==> src/rtl/transmitter_pkg.sv <==
// Definitions shared by the transmitter and receiver: handshake state encodings and
// default data-path dimensions.
package transmitter_pkg;

   localparam int DEFAULT_WIDTH = 8;
   localparam int DEFAULT_DEPTH = 4;

   typedef enum logic {
      IDLE = 1'b0,
      SEND = 1'b1
   } tx_state_e;

endpackage

==> src/rtl/hs_fifo.sv <==
// Word buffer for the transmitter: storage array, wrapping read/write pointers and
// an occupancy counter. The head word is read combinationally from the array.
module hs_fifo
   import transmitter_pkg::*;
#(
   parameter int WIDTH = DEFAULT_WIDTH,
   parameter int DEPTH = DEFAULT_DEPTH,
   localparam int CW = $clog2(DEPTH + 1),
   localparam int AW = $clog2(DEPTH)
) (
   input  logic             clk,
   input  logic             rst,
   input  logic             wr_en_i,
   input  logic [WIDTH-1:0] wr_data_i,
   input  logic             rd_en_i,
   output logic [WIDTH-1:0] rd_data_o,
   output logic [CW-1:0]    count_o,
   output logic [CW-1:0]    count_d_o
);

   logic [WIDTH-1:0] mem_q [DEPTH];
   logic [AW-1:0]    wr_ptr_q, rd_ptr_q;
   logic [CW-1:0]    count_q, count_d;

   // NOTE: every variable assigned here gets a default first, so no path leaves it
   // unassigned and no latch is inferred.
   always_comb begin
      count_d = count_q;
      unique case ({wr_en_i, rd_en_i})
         2'b10:   count_d = count_q + CW'(1);
         2'b01:   count_d = count_q - CW'(1);
         default: ;
      endcase
   end

   // NOTE: state is updated with non-blocking assignments so every flop samples the
   // pre-edge values, independent of statement order.
   always_ff @(posedge clk) begin
      if (!rst) begin
         wr_ptr_q <= '0;
         rd_ptr_q <= '0;
         count_q  <= '0;
      end else begin
         if (wr_en_i) wr_ptr_q <= wr_ptr_q + AW'(1);
         if (rd_en_i) rd_ptr_q <= rd_ptr_q + AW'(1);
         count_q <= count_d;
      end
   end

   // NOTE: the storage array carries no reset; its contents are only observed
   // behind a nonzero count, so a reset would only cost flops.
   always_ff @(posedge clk) begin
      if (wr_en_i) mem_q[wr_ptr_q] <= wr_data_i;
   end

   assign rd_data_o = mem_q[rd_ptr_q];
   assign count_o   = count_q;
   assign count_d_o = count_d;

endmodule

==> src/rtl/transmitter.sv <==
// Valid/ready transmitter: buffers upstream words in hs_fifo and presents them
// downstream in load order, with a registered load_ready.
module transmitter
   import transmitter_pkg::*;
#(
   parameter int WIDTH = DEFAULT_WIDTH,
   parameter int DEPTH = DEFAULT_DEPTH,
   localparam int CW = $clog2(DEPTH + 1)
) (
   input  logic             clk,
   input  logic             rst,
   input  logic             load_valid,
   output logic             load_ready,
   input  logic [WIDTH-1:0] load_data,
   output logic             valid,
   input  logic             ready,
   output logic [WIDTH-1:0] data,
   output logic [CW-1:0]    count
);

   tx_state_e     state_q, state_d;
   logic          load_ready_q;
   logic          wr_en, rd_en;
   logic [CW-1:0] count_d;

   assign wr_en = load_valid && load_ready_q;
   assign rd_en = valid && ready;

   hs_fifo #(
      .WIDTH (WIDTH),
      .DEPTH (DEPTH)
   ) u_fifo (
      .clk       (clk),
      .rst       (rst),
      .wr_en_i   (wr_en),
      .wr_data_i (load_data),
      .rd_en_i   (rd_en),
      .rd_data_o (data),
      .count_o   (count),
      .count_d_o (count_d)
   );

   always_comb begin
      state_d = state_q;
      unique case (state_q)
         IDLE: if (wr_en) state_d = SEND;
         SEND: if (rd_en && !wr_en && count == CW'(1)) state_d = IDLE;
      endcase
   end

   // load_ready looks at next-state occupancy so a full buffer that drains on this
   // edge reopens one cycle later, never combinationally.
   always_ff @(posedge clk) begin
      if (!rst) begin
         state_q      <= IDLE;
         load_ready_q <= 1'b0;
      end else begin
         state_q      <= state_d;
         load_ready_q <= (count_d < CW'(DEPTH));
      end
   end

   assign valid      = (state_q == SEND);
   assign load_ready = load_ready_q;

endmodule

==> config.mk <==
export PLATFORM = sky130hd
export DESIGN_NAME = transmitter
export DESIGN_NICKNAME = d
export VERILOG_FILES = /design/src/rtl/transmitter_pkg.sv /design/src/rtl/hs_fifo.sv /design/src/rtl/transmitter.sv
export SDC_FILE = /design/constraint.sdc
export NUM_CORES = 1
export LEC_CHECK = 0
export BUFFER_PORTS_ARGS = -buffer_cell sky130_fd_sc_hd__buf_2
export CAP_MARGIN = 20
export CORE_MARGIN = 4
export CORE_UTILIZATION = 30
export DETAILED_ROUTE_END_ITERATION = 8
export PLACE_DENSITY = 0.52
export SLEW_MARGIN = 10
export SYNTH_ARGS = -nofsm -noshare
export SYNTH_HDL_FRONTEND = slang
export SYNTH_SLANG_ARGS = --single-unit
==> constraint.sdc <==
create_clock -name clk -period 2.2 [get_ports clk]
set_input_delay 0.66 -clock clk [delete_from_list [all_inputs] [get_ports clk]]
set_output_delay 0.66 -clock clk [all_outputs]
set_load 0.1 [all_outputs]
[After elaboration in Yosys (flattened, before gate mapping)]
Memories as Yosys holds them, arrays and structs flattened. A register that Yosys moved wholly into a read port is not among the register bits.
Index checks and enable logic that the tools add are counted.
Cells by class
  add/subtract/negate cells: 4
  $lt $le $gt $ge: 1
  eq/ne operators: 3
  muxes and demuxes: 7
  bitwise logic cells: 1
  reduce and logical (&&, ||, !) cells: 5
Operator list (number)
  case mux 3 bit (2 select lines): 1
  adder 2 x 1 -> 2 bit, second input constant: 2
  logical AND 1 bit: 4
  two-way mux 2 bit: 2
  adder 3 x 1 -> 3 bit, second input constant: 1
  equality test 3 x 1 -> 1 bit, second input constant: 1
  less-than comparator 3 bit, second input constant: 1
  two-way mux 1 bit: 3
  subtractor 3 x 1 -> 3 bit, second input constant: 1
  equality test 2 x 1 -> 1 bit, second input constant: 1
  equality test 2 bit, second input constant: 1
  case mux 1 bit (2 select lines): 1
  zero test 1 bit: 1
  inverter 1 bit: 1
Storage, ports and cells
  flip-flop bits (word level): 9
  bits in writable memories: 32
  bits of input ports: 12
  output and inout bits: 13
  memories: 1
Memory list
  u_fifo.mem_q: words 4, bits a word 8, rd ports 1, clocked after memory_dff 1, wr ports 1, line hs_fifo.sv:21  | logic [WIDTH-1:0] mem_q [DEPTH];

[Logic depth before layout (Yosys ltp)]
  word-level depth: 6
  depth in mapped cells: 6
  mapped depth without buffers: 6

[Hierarchy]
From an unflattened synthesis, not the netlist that was laid out.
Unflattened totals
  cell total of the unflattened synthesis: 92
  area total of the unflattened synthesis: 1682.9 um^2
Modules (own cells, without submodules)
  hs_fifo: times used 1, cells each 84, area an instance 1601.5 um^2, sequential area each 1141.1 um^2
  transmitter: times used 1, cells each 8, area an instance 81.3 um^2, sequential area each 40.0 um^2

[Least setup slack after synthesis]
Ideal clock, no wire load.
  kind: register to register
  start point: register state_q, in the netlist valid
  end point: register with a tool-made name
  library setup time: 116 ps
  arrival: 2102 ps
  data required time: 2084 ps
  path slack: -18 ps
  cell stages (with the launch flop): 5
  path buffers: 0
  clock period less this slack: 2218 ps
  path through: dfxtp_1 -> nand2_1 -> ha_1 -> a221o_1 -> o211a_1
RTL lines
  from (decl): line transmitter.sv:21  | tx_state_e state_q, state_d;
  from (signal assigned): line transmitter.sv:58  | state_q <= state_d;

==> out/metrics.yaml <==
run_status:
  status: "finished, final reports clean"
floorplan:
  core_um2: 5540
  start_util: 0.313
  die_h_um: 84.0
  fp-row-count: 27
  die-area_um2: 7060
  die_x_um: 84.0
  io_pins: 25
cells_and_area:
  layout-drive-gt1-share: 0.326
  fillers: 525
  area_delta_synth_final_pct: 21.1
  multi_input_area_um2: 503
  nets: 155
  diodes: 0
  stdcell_count: 207
  seq_area_um2: 1180
global_routing:
  grt_overflow: 0
  grt_max_degree: 14
  grt_pass1_wl_um: 4640
  grt_antenna_before_repair: 0
  grt_util_all_layers: 0.0847
  grt_pass1_vias: 966
setup_path:
  path_max_fanout: 8
  worst_setup_path_end_kind: "output port"
  arrival_ns: 1.48
  rr_worst_depth: 5
  cp.required_ns: 1.54
  crit_end: "data[1]"
  r2r_slack_ns: 0.71
  crit_type: "reg2out"
  worstReg2RegStart: "load_ready$_SDFF_PN0_"
  critPathLaunchType: "flop"
clocking:
  clkTransAtPathRegs_ns: 0.08
  cts_hold_buffers: 0
  numCtsBuffers: 5
  clock_path_buffers: 2
  h-tree-depth: 2
  cts_tree: "built"
  cts-root-buf: "clkbuf_8"
  post_cts_buffers: 0
  clock_sinks: 43
  clock_latency_ns: 0.28
yosys:
  async_reset_ff_frac: 0
  syn_inst: 104
  syn_area_um2: 1730
  synth_most_common_cell: "edfxtp_1"
  synth.largest_area_cell: "edfxtp_1"
  synth_ff_type: "edfxtp_1"
  synthTopCellsByArea: "edfxtp_1 (55%), dfxtp_1 (13%), mux4_2 (10%), ha_1 (6.5%), and2_1 (1.8%)"
  avgSynthCellArea_um2: 16.7
  synth_seq_cells: 43
  ys_seq_area_frac: 0.681
  synth.distinct_cells: 23
  synth_nets: 125
  synth_commonest_cells: "edfxtp_1 (32), dfxtp_1 (11), ha_1 (9), inv_1 (8), mux4_2 (8)"
  yosys_warnings: 0
  synth_edf_count: 32
  synth.top_cell.area_share: 0.554
detailed_routing:
  avgRoutedWirePerCell_um: 13.3
  drtIter0Drc: 36
  firstDrtPassIters: 4
  ant_nets: 0
  vias: 914
  wl_um: 2750
  drt_drc_violations_left: 0
  vias_per_cell: 4.42
placed_design:
  place_ws_ns: 0.235
  portBuffers: 24
  dpl.hpwl_um: 2000
  placed_cells: 199
  place.gp.congestion: 0.809
sta:
  fin_crit_ns: 2.14
  worst_slew_pin_slew_ns: 0.490
  skew_ns: 0.00697
  finalHoldViolCount: 0
  fmax_mhz: 467
  setup_viol: 0
  rsz0062_at_grt: "yes"
  period_share: 0.973
  relSlewSlack: 0.676
  timing.final.ws_setup_ns: 0.0590
  drv_slew: 0
worst_hold_path:
  hp-class: "reg2reg"
power:
  power_density_nw_per_um2: 775
  peakVddDrop_v: 0.000341
  finalPower_w: 0.00163
  p_leak_nw: 0.785
run:
  maxCapViolCount: 0
## kinds of logic after synthesis
family / after synthesis / synth area share
XOR/XNOR: 3 / 0.0152
AO/OA/AOI/OAI: 11 / 0.0462
buffers and inverters: 11 / 0.0289
AND/OR/NAND/NOR: 18 / 0.0541
flip-flops: 43 / 0.681
multiplexers: 9 / 0.110
adder cells (fa/ha/maj): 9 / 0.0649
## registers in the layout (all words and copies together) (netlist names), named ones only
| name | flops |
|---|---|
| u_fifo.wr_ptr_q | 2 |
| u_fifo.count_o | 2 |
| load_ready | 1 |
| valid | 1 |
| u_fifo.rd_ptr_q | 2 |
| u_fifo.mem_q | 32 |
## placed cells by master (no fill, tap or decap), types with 2 or more instances in the layout
| master | synthesis | routed |
|---|---|---|
| edfxtp_1 | 32 | 32 |
| buf_2 | 0 | 16 |
| ha_1 | 9 | 9 |
| inv_1 | 8 | 8 |
| mux4_2 | 8 | 8 |
| dfxtp_1 | 11 | 8 |
| nand2_1 | 6 | 6 |
| buf_6 | 1 | 6 |
| and2_1 | 5 | 5 |
| clkbuf_8 | 0 | 5 |
| and3_1 | 4 | 4 |
| xnor2_1 | 3 | 3 |
| o21ai_0 | 3 | 3 |
| dfxtp_2 | 0 | 3 |
| a21boi_0 | 2 | 2 |
| o211a_1 | 2 | 2 |
| buf_12 | 0 | 2 |
## where the power goes
group / leakage [nW] / switching [W] / internal, W / total, W
clock network: 0.0412 / 0.000243 / 0.000222 / 0.000465
registers: 0.381 / 0.0000128 / 0.000895 / 0.000908
logic: 0.362 / 0.000178 / 0.0000778 / 0.000256
total: 0.785 / 0.000434 / 0.00119 / 0.00163
## cell type report
type                            count  share of cell area
Tap cell                           72              0.0429
Clock inverter                      2             0.00596
Sequential cell                    43               0.564
Multi-Input combinational cell     50               0.240
Inverter                            9              0.0161
Clock buffer                        6              0.0346
Timing Repair Buffer               25              0.0965
## worst min-delay path by stage
stage | to | slack [ns] | cells past startpoint
after detailed placement | load_ready$_SDFF_PN0_ | 0.47 | 1
after global routing | load_ready$_SDFF_PN0_ | 0.52 | 1
after floorplan | u_fifo.wr_ptr_q[1]$_SDFFE_PN0P_ | 0.48 | 2
after global placement | load_ready$_SDFF_PN0_ | 0.47 | 1
final | load_ready$_SDFF_PN0_ | 0.49 | 1
after CTS | load_ready$_SDFF_PN0_ | 0.49 | 1
## stage by stage
step / setup TNS, ns / hold WS [ns] / utilization / area, µm²
final: 0 / 0.486 / 0.379 / 2100
after global routing: -0.00143 / 0.519 / 0.379 / 2100
after CTS: 0 / 0.491 / 0.376 / 2090
after detailed placement: 0 / 0.472 / 0.352 / 1950
after global placement: 0 / 0.465 / 0.352 / 1950
after floorplan: 0 / 0.476 / - / 1740
## worst max-delay path: stages (launching register included)
cell and delay (ns):
dfxtp_2 0.34, buf_12 0.13, mux4_2 0.53, buf_8 0.20
## what timing repair did
action / 4_1_cts / 5_1_grt
gates cloned: 0 / 0
setup endpoints to repair: 8 / 6
endpoints found under the hold margin: 0 / 0
gates resized for setup: 16 / 4
## per-layer routing
layer	vias to the layer above	part of all wire	global-route usage
met1	436	0.45	0.109
met3	4	0.057	0.0286
met2	27	0.49	0.132
met4	0	0.0098	0.0307
met5	-	0	0
li1	447	-	-
No activity file was read; power rests on OpenSTA's default activity.
